## src/rtl/seq_div4_if.sv

```systemverilog
`default_nettype none
// ============================================================================
//  Module      : seq_div4_if
//  Description : Request/result bundle for the 4-bit sequential divider.
//                The master drives start/a/b and observes the result; the
//                slave (the divider) samples the request and drives results.
//  Signals     : start    - operation request, honoured only while idle
//                a        - 4-bit unsigned dividend
//                b        - 4-bit unsigned divisor
//                q        - 4-bit registered quotient
//                r        - 4-bit registered remainder
//                busy     - high while the divider iterates
//                done     - one-cycle completion pulse
//                div_zero - last completed operation had b == 0
//  Revision    : 1.0 - initial release
// ============================================================================
interface seq_div4_if;
  logic       start;
  logic [3:0] a;
  logic [3:0] b;
  logic [3:0] q;
  logic [3:0] r;
  logic       busy;
  logic       done;
  logic       div_zero;

  modport master (
    output start, a, b,
    input  q, r, busy, done, div_zero
  );

  modport slave (
    input  start, a, b,
    output q, r, busy, done, div_zero
  );
endinterface
`default_nettype wire

```

## src/rtl/seq_div4.sv

```systemverilog
`default_nettype none
// ============================================================================
//  Module      : seq_div4
//  Description : 4-bit unsigned restoring divider. A request accepted while
//                idle iterates for four cycles (one quotient bit per cycle)
//                and then presents quotient/remainder together with a
//                one-cycle done pulse. A zero divisor skips iteration and
//                completes immediately with q = 4'hF, r = a, div_zero = 1.
//  Ports       : clk   - rising-edge system clock
//                rst_n - asynchronous active-low reset
//                bus   - seq_div4_if slave modport (start/a/b in,
//                        q/r/busy/done/div_zero out)
//  Revision    : 1.0 - initial release
// ============================================================================
module seq_div4 (
  input  logic        clk,
  input  logic        rst_n,
  seq_div4_if.slave   bus
);

  typedef enum logic [1:0] {
    ST_IDLE = 2'd0,
    ST_CALC = 2'd1,
    ST_DONE = 2'd2
  } state_t;

  // --------------------------------------------------------------------------
  // State and working registers
  // --------------------------------------------------------------------------
  state_t     state_q,    state_d;
  logic [3:0] dvd_q,      dvd_d;       // dividend shift register
  logic [3:0] dvs_q,      dvs_d;       // divisor
  logic [4:0] p_q,        p_d;         // partial remainder
  logic [3:0] quo_q,      quo_d;       // quotient being assembled
  logic [1:0] cnt_q,      cnt_d;       // remaining steps after this one
  logic [3:0] q_q,        q_d;         // published quotient
  logic [3:0] r_q,        r_d;         // published remainder
  logic       dz_q,       dz_d;        // published divide-by-zero flag

  // --------------------------------------------------------------------------
  // One restoring step (combinational, used only in CALC)
  // --------------------------------------------------------------------------
  logic [4:0] p_shift;
  logic [4:0] trial;
  logic       no_borrow;
  logic [4:0] p_step;
  logic [3:0] quo_step;

  always_comb begin
    p_shift  = {p_q[3:0], dvd_q[3]};
    // p_shift + (16 - divisor). Because p_shift < 2*divisor, the sum lies in
    // [16,31] exactly when p_shift >= divisor, so bit 4 is the no-borrow
    // indication and bits 3:0 hold the difference.
    trial     = p_shift + {1'b0, ~dvs_q} + 5'd1;
    no_borrow = trial[4];
    p_step    = no_borrow ? {1'b0, trial[3:0]} : {1'b0, p_shift[3:0]};
    quo_step  = {quo_q[2:0], no_borrow};
  end

  // --------------------------------------------------------------------------
  // Next-state and datapath control
  // --------------------------------------------------------------------------
  always_comb begin
    state_d = state_q;
    dvd_d   = dvd_q;
    dvs_d   = dvs_q;
    p_d     = p_q;
    quo_d   = quo_q;
    cnt_d   = cnt_q;
    q_d     = q_q;
    r_d     = r_q;
    dz_d    = dz_q;

    unique case (state_q)
      ST_IDLE: begin
        if (bus.start) begin
          dvd_d = bus.a;
          dvs_d = bus.b;
          p_d   = 5'd0;
          quo_d = 4'd0;
          cnt_d = 2'd3;
          if (bus.b == 4'd0) begin
            // Division by zero completes without iterating.
            state_d = ST_DONE;
            q_d     = 4'hF;
            r_d     = bus.a;
            dz_d    = 1'b1;
          end else begin
            state_d = ST_CALC;
          end
        end
      end

      ST_CALC: begin
        dvd_d = {dvd_q[2:0], 1'b0};
        p_d   = p_step;
        quo_d = quo_step;
        cnt_d = cnt_q - 2'd1;
        if (cnt_q == 2'd0) begin
          // Last step: publish the freshly computed bit and remainder.
          state_d = ST_DONE;
          q_d     = quo_step;
          r_d     = p_step[3:0];
          dz_d    = 1'b0;
        end
      end

      ST_DONE: begin
        state_d = ST_IDLE;
      end

      default: begin
        state_d = ST_IDLE;
      end
    endcase
  end

  // --------------------------------------------------------------------------
  // Registers
  // --------------------------------------------------------------------------
  always_ff @(posedge clk or negedge rst_n) begin
    if (!rst_n) begin
      state_q <= ST_IDLE;
      dvd_q   <= 4'd0;
      dvs_q   <= 4'd0;
      p_q     <= 5'd0;
      quo_q   <= 4'd0;
      cnt_q   <= 2'd0;
      q_q     <= 4'd0;
      r_q     <= 4'd0;
      dz_q    <= 1'b0;
    end else begin
      state_q <= state_d;
      dvd_q   <= dvd_d;
      dvs_q   <= dvs_d;
      p_q     <= p_d;
      quo_q   <= quo_d;
      cnt_q   <= cnt_d;
      q_q     <= q_d;
      r_q     <= r_d;
      dz_q    <= dz_d;
    end
  end

  // --------------------------------------------------------------------------
  // Outputs: status is decoded from the registered state only
  // --------------------------------------------------------------------------
  assign bus.q        = q_q;
  assign bus.r        = r_q;
  assign bus.div_zero = dz_q;
  assign bus.busy     = (state_q == ST_CALC);
  assign bus.done     = (state_q == ST_DONE);

endmodule
`default_nettype wire

```

## src/flat_wrapper.sv

```systemverilog
// flat-port wrapper written by rule: the top's interface ports become plain ports
module seq_div4_flat 
  (clk, rst_n, bus_start, bus_a, bus_b, bus_q, bus_r, bus_busy, bus_done, bus_div_zero);
  seq_div4_if bus_i ();
  input  logic clk;
  input  logic rst_n;
  input wire logic [$bits(bus_i.start)-1:0] bus_start;
  input wire logic [$bits(bus_i.a)-1:0] bus_a;
  input wire logic [$bits(bus_i.b)-1:0] bus_b;
  output wire logic [$bits(bus_i.q)-1:0] bus_q;
  output wire logic [$bits(bus_i.r)-1:0] bus_r;
  output wire logic [$bits(bus_i.busy)-1:0] bus_busy;
  output wire logic [$bits(bus_i.done)-1:0] bus_done;
  output wire logic [$bits(bus_i.div_zero)-1:0] bus_div_zero;
  assign bus_i.start = bus_start;
  assign bus_i.a = bus_a;
  assign bus_i.b = bus_b;
  assign bus_q = bus_i.q;
  assign bus_r = bus_i.r;
  assign bus_busy = bus_i.busy;
  assign bus_done = bus_i.done;
  assign bus_div_zero = bus_i.div_zero;
  seq_div4 u_core (.clk(clk), .rst_n(rst_n), .bus(bus_i));
endmodule
```

## config.mk

```make
export PLATFORM = sky130hd
export DESIGN_NAME = seq_div4_flat
export DESIGN_NICKNAME = d
export VERILOG_FILES = /design/src/rtl/seq_div4_if.sv /design/src/rtl/seq_div4.sv /design/src/flat_wrapper.sv
export SDC_FILE = /design/constraint.sdc
export NUM_CORES = 1
export LEC_CHECK = 0
export ABC_AREA = 1
export CORE_MARGIN = 10
export CORE_UTILIZATION = 52
export CTS_CLUSTER_SIZE = 8
export DETAILED_ROUTE_END_ITERATION = 6
export PLACE_DENSITY = 0.84
export SLEW_MARGIN = 40
export SYNTH_ARGS = -nofsm -noshare
export SYNTH_HDL_FRONTEND = slang
export SYNTH_SLANG_ARGS = --single-unit
```

## constraint.sdc

```tcl
create_clock -name clk -period 2.3 [get_ports clk]
set_input_delay 0.23 -clock clk [delete_from_list [all_inputs] [get_ports clk]]
set_output_delay 0.23 -clock clk [all_outputs]
set_load 0.01 [all_outputs]
```

==> impl_metrics.json, run 1 <==
{
  "crit_arrival_ps": 1850,
  "r2r-start": "u_core.dvd_q[3]",
  "hold_class": "input pin to async pin",
  "drtAntennaViolNets": 0,
  "initialDrtViolationCount": 85,
  "grt_antenna_before_repair": 0,
  "r2r_setup_slack_ps": 360,
  "grt_pass1_wl_um": 5500,
  "cts_sinks": 28,
  "switchingPower_uw": 1120,
  "swShare": 0.434,
  "htreeDepth": 1,
  "path_buf_inv": 3,
  "num_rows": 18,
  "holdWs_ps": 240,
  "cp.depth": 4,
  "critPathCapture": "bus_busy",
  "die_h_um": 72.3,
  "cp_top_family": "buffers and inverters",
  "clk_pin_slew_ps": 160,
  "dpl.hpwl_um": 2370,
  "fin_setup_tns_ps": 0,
  "drcViolationCount": 0,
  "p_seq_frac": 0.332,
  "port_buffers": 21,
  "grt_max_degree": 29,
  "cts-root-buf": "clkbuf_4",
  "synthCells": 167,
  "p_leak_uw": 0.000857,
  "synth_top_area_frac": 0.493,
  "syn-cell-area_mm2": 0.00142,
  "worst_setup_path_start_kind": "flip-flop",
  "critical_path_class": "flip-flop to output port",
  "nets": 207,
  "finish.utilization": 0.669,
  "avgViaCountPerCell": 5.47,
  "overflow": 0,
  "drv_slew": 0,
  "cp_slowest_stage_delay_ps": 570,
  "drive_gt1_frac": 0.0688,
  "end_kind": "output port",
  "initial_utilization": 0.559,
  "syn_nets": 184,
  "ys_seq_area_frac": 0.493,
  "cp-startpoint": "u_core.state_q[1]",
  "area_delta_synth_final_pct": 19.6,
  "coreArea_mm2": 0.00254,
  "die_area_mm2": 0.00523,
  "crit_fanout": 18,
  "hold_viol": 0,
  "vias": 1198,
  "die_x_um": 72.3,
  "ys_warn_count": 0,
  "cts_setup_buffers": 0,
  "wl_um": 3230,
  "worst_slew_pin_slew_ps": 355,
  "firstDrtPassIters": 4,
  "ys_seq_elements": 28,
  "antenna_cells": 0,
  "grt_pass1_vias": 1213,
  "pin_count": 22,
  "final.period_utilization": 0.905,
  "fmax_mhz": 480,
  "rsz0062_at_grt": "no",
  "status": "finished clean",
  "synthTopCellsByArea": "dfrtp_1 49%, nand2_1 8.7%, nand3_1 8.1%",
  "cts_inserted_buffers": 3,
  "p_comb_frac": 0.539,
  "ir_worst_vdd_v": 0.000942,
  "yosys.area.top_type": "dfrtp_1",
  "critPathRequiredTime_ps": 2070,
  "post_drt_wl_per_cell_um": 14.8,
  "worst_r2r_path_depth": 12,
  "grt_use_total": 0.130,
  "power_density_mw_per_mm2": 1520,
  "clockBufferDepth": 2,
  "drv_cap": 0,
  "postSynthAreaPerCell_um2": 8.52,
  "setup_viol_count_final": 0,
  "p_clk_frac": 0.129,
  "slowest_stage": "clkdlybuf4s50_1",
  "fin_skew_ps": 4.05,
  "clock_latency_ps": 340,
  "yosysUniqueCellTypes": 24,
  "fin_crit_ps": 2080,
  "n_fill_cell": 197,
  "r2r_end": "u_core.bus.r[1]",
  "worstPathCellList": "inv_1, nand2_2, inv_4, clkdlybuf4s50_1",
  "tritoncts": "done",
  "max-slew-margin-rel": 0.763,
  "p_int_uw": 1460,
  "gp_congestion": 0.812
}
[layout make-up]
class	instances	area, um2	area share
clock buffer	3	22.5	0.0132
timing repair buffer	22	218	0.128
tap	30	37.5	0.0221
clock inverter	1	30.0	0.0176
multi-input combinational	111	601	0.353
sequential	28	701	0.412
inverter	24	92.6	0.0544
[how the worst min path moves through the flow]
stage | from | to | slack (ps) | cells past startpoint
floorplan | rst_n | u_core.bus.div_zero | -70 | 0
global placement | u_core.dvd_q[0] | u_core.dvd_q[0] | 470 | 2
detailed placement | u_core.dvd_q[2] | u_core.dvd_q[3] | 480 | 2
CTS | rst_n | u_core.cnt_q[0] | 260 | 2
global route | rst_n | u_core.bus.q[3] | 260 | 2
finish | rst_n | u_core.state_q[0] | 240 | 2
[flip-flops by register name (all words and copies together), names as in the netlist]
register	cells
u_core.bus.div_zero	1
u_core.cnt_q	2
u_core.bus.q	4
u_core.dvd_q	4
u_core.p_q	4
u_core.bus.r	4
u_core.dvs_q	4
u_core.quo_q	3
u_core.state_q	2
[cell usage in the layout (no fill, tap or decap), drive strengths merged]
cell	n
buf	1
dfrtp	28
clkdlybuf4s50	21
mux2	1
xor2	1
nand3	24
fa	1
inv	24
o21ai	8
ha	5
or2	5
a21oi	7
nand2	35
o221ai	3
nor2	19
a22oi	1
bufinv	1
clkbuf	3
o211ai	1
[synthesized netlist by cell type (all sizes together)]
library cell,number
mux2,1
buf,4
nand2,35
nand3,24
ha,5
xor2,1
a22oi,1
o221ai,3
dfrtp,28
nor2,19
inv,24
o21ai,8
or2,5
fa,1
a21oi,7
o211ai,1
[routing by layer]
metal  vias to the layer above  share of wire  track usage
li1                        577              -            -
met2                        44           0.48        0.221
met1                       568           0.42        0.142
met4                         0          0.026       0.0645
met3                         9          0.074       0.0422
met5                         -              0            0
[repair_timing]
item	4_1_cts	5_1_grt
setup endpoints to repair	0	1
resized for setup	0	3
hold buffers	0	0
[stage by stage]
step	setup WS, ps	power (uW)	instance area (um2)	instances
finish	218	2580	1700	219
global route	140	2820	1700	219
detailed placement	394	2240	1640	215
floorplan	652	1820	1420	167
CTS	3.98	2570	1700	219
global placement	408	2170	1640	215
[power groups by stage]
| stage | Sequential [uW] | Clock [uW] | Combinational, uW |
|---|---|---|---|
| after floorplan | 876 | 0 | 944 |
| after global placement | 854 | 0 | 1320 |
| after detailed placement | 864 | 0 | 1380 |
| after CTS | 856 | 330 | 1390 |
| after global routing | 889 | 348 | 1590 |
| final | 859 | 332 | 1390 |
[cells by family (layout without fill, tap and decap cells)]
logic type                 count (synthesis)  in the layout  share of synthesized area
AOI/OAI and AO/OA                         20             20                     0.0818
xor gates and xnor gates                   1              1                    0.00616
adders and majority gates                  6              6                     0.0580
buffers and inverters                     28             50                     0.0871
DFF                                       28             28                      0.493
muxes                                      1              1                    0.00792
and+or+nand+nor                           83             83                      0.266
Power figures use the tool's default switching activity.
==> inputs of run 2 (changes only) <==
--- a/config.mk
+++ b/config.mk
@@ -6,7 +6,6 @@
 export NUM_CORES = 1
 export LEC_CHECK = 0
 export ABC_AREA = 1
-export CORE_MARGIN = 10
 export CORE_UTILIZATION = 52
 export CTS_CLUSTER_SIZE = 8
 export DETAILED_ROUTE_END_ITERATION = 6
==> run 2 against run 1 <==
Compared with the run above: first-iteration DRC count decreased by 67%; cell count unchanged; routed wire length decreased by 5.3%; clock-buffer cell count unchanged; design area decreased by 0.15%; critical path type unchanged; largest power group unchanged.
==> impl_metrics.json, run 2 (synthesis results as in run 1) <==
{
  "power_density_mw_per_mm2": 1520,
  "port_buffers": 21,
  "grt_max_degree": 29,
  "final_cell_mix": "33 x nand2_1, 28 x dfrtp_1, 23 x nand3_1, 22 x inv_1, 21 x clkdlybuf4s50_1",
  "dpl_cell_area_mm2": 0.00164,
  "r2r-start": "u_core.dvd_q[3]",
  "cts_setup_buffers": 0,
  "p_comb_frac": 0.546,
  "fin_setup_tns_ps": 0,
  "worstPathCellList": "inv_1, nand2_1, inv_4, clkdlybuf4s50_1",
  "switchingPower_uw": 1130,
  "drtAntennaViolNets": 0,
  "dpl.hpwl_um": 2250,
  "pin_count": 22,
  "worst_slew_pin_slew_ps": 458,
  "design_area_mm2": 0.00170,
  "wl_um": 3060,
  "dp_worst_setup_slack_ps": 421,
  "p_seq_frac": 0.328,
  "clockBufferDepth": 2,
  "avgViaCountPerCell": 5.29,
  "critPathRequiredTime_ps": 2070,
  "vias": 1159,
  "clock_latency_ps": 340,
  "post_drt_wl_per_cell_um": 14.0,
  "num_rows": 18,
  "hold_viol": 0,
  "grt_pass1_wl_um": 4700,
  "cp_slowest_stage_delay_ps": 570,
  "r2r_end": "u_core.bus.q[0]",
  "drv_slew": 0,
  "overflow": 0,
  "crit_arrival_ps": 1950,
  "status": "finished clean",
  "clk_pin_slew_ps": 150,
  "area_delta_synth_final_pct": 19.4,
  "nets": 207,
  "grt_antenna_before_repair": 0,
  "initial_utilization": 0.564,
  "drcViolationCount": 0,
  "fin_skew_ps": 5.81,
  "fmax_mhz": 459,
  "end_kind": "output port",
  "drive_gt1_frac": 0.0635,
  "worst_setup_path_start_kind": "flip-flop",
  "die_area_mm2": 0.00295,
  "cts_sinks": 28,
  "htreeDepth": 1,
  "worst_r2r_path_depth": 10,
  "critical_path_class": "flip-flop to output port",
  "slowest_stage": "clkdlybuf4s50_1",
  "cts-root-buf": "clkbuf_4",
  "fin_ws_ps": 120,
  "firstDrtPassIters": 4,
  "cts_inserted_buffers": 3,
  "antenna_cells": 0,
  "initialDrtViolationCount": 28,
  "drv_cap": 0,
  "grt_use_total": 0.226,
  "crit_fanout": 18,
  "layout_commonest_cell": "nand2_1",
  "rsz0062_at_grt": "no",
  "p_leak_uw": 0.000857,
  "max-slew-margin-rel": 0.694,
  "coreArea_mm2": 0.00252,
  "r2r_setup_slack_ps": 380,
  "gp_congestion": 0.998,
  "grt_pass1_vias": 1073,
  "p_clk_frac": 0.126,
  "hold_class": "input pin to async pin",
  "fin_crit_ps": 2180,
  "tritoncts": "done",
  "swShare": 0.435,
  "die_h_um": 54.3,
  "setup_viol_count_final": 0,
  "die_x_um": 54.3,
  "cp_top_family": "buffers and inverters",
  "final.period_utilization": 0.948,
  "p_int_uw": 1460,
  "path_buf_inv": 3,
  "ir_worst_vdd_v": 0.00107
}
[run 2: layer usage]
| metal | part of all wire | GRT usage | routed length, um |
|---|---|---|---|
| met3 | 0.036 | 0.0528 | 110 |
| met5 | 0 | 0 | 0 |
| met4 | 0.0082 | 0.0513 | 25 |
| met1 | 0.47 | 0.287 | 1450 |
| met2 | 0.48 | 0.388 | 1480 |
[run 2: power by group through the flow]
stage,combinational (uW),sequential (uW),clock (uW)
2_1_floorplan,944,876,0
3_3_place_gp,1310,853,0
3_5_place_dp,1390,860,0
4_1_cts,1410,849,331
5_1_grt,1570,877,351
6_report,1410,850,326
[run 2: worst max path at each step]
stage	from	endpoint	slack (ps)	depth (start not counted)
detailed placement	u_core.dvd_q[3]	u_core.bus.q[0]	420	10
CTS	u_core.state_q[1]	bus_busy	50	4
global placement	u_core.state_q[1]	bus_busy	450	4
floorplan	u_core.dvd_q[3]	u_core.bus.r[3]	650	12
finish	u_core.state_q[1]	bus_busy	120	4
global route	u_core.state_q[1]	bus_busy	10	4
[run 2: worst reg2reg max path, delay by kind of cell, from the launching register on]
family	cells	cell delay [ps]
AO/OA/AOI/OAI	1	280
buffers and inverters	2	120
flip-flops	1	410
AND/OR/NAND/NOR	5	460
adder cells (fa/ha/maj)	2	560
[run 2: through the flow]
step                      std cells   util  power (uW)  hold WS, ps
after global placement          215  0.652        2170          469
after CTS                       219  0.673        2590          259
final                           219  0.674        2590          249
after floorplan                 167      -        1820        -65.6
after global routing            219  0.674        2800          280
after detailed placement        215  0.652        2250          477
[run 2: cell type report]
type | count | area, um2
Inverter | 24 | 92.6
Clock inverter | 1 | 30.0
Tap cell | 30 | 37.5
Multi-Input combinational cell | 111 | 598
Fill cell | 212 | 823
Clock buffer | 3 | 22.5
Timing Repair Buffer | 22 | 218
Sequential cell | 28 | 701
[run 2: what timing repair did]
| action | CTS | global route |
|---|---|---|
| hold buffers | 0 | 0 |
| endpoints found under the setup margin | 0 | 1 |
| gates resized for setup | 0 | 1 |
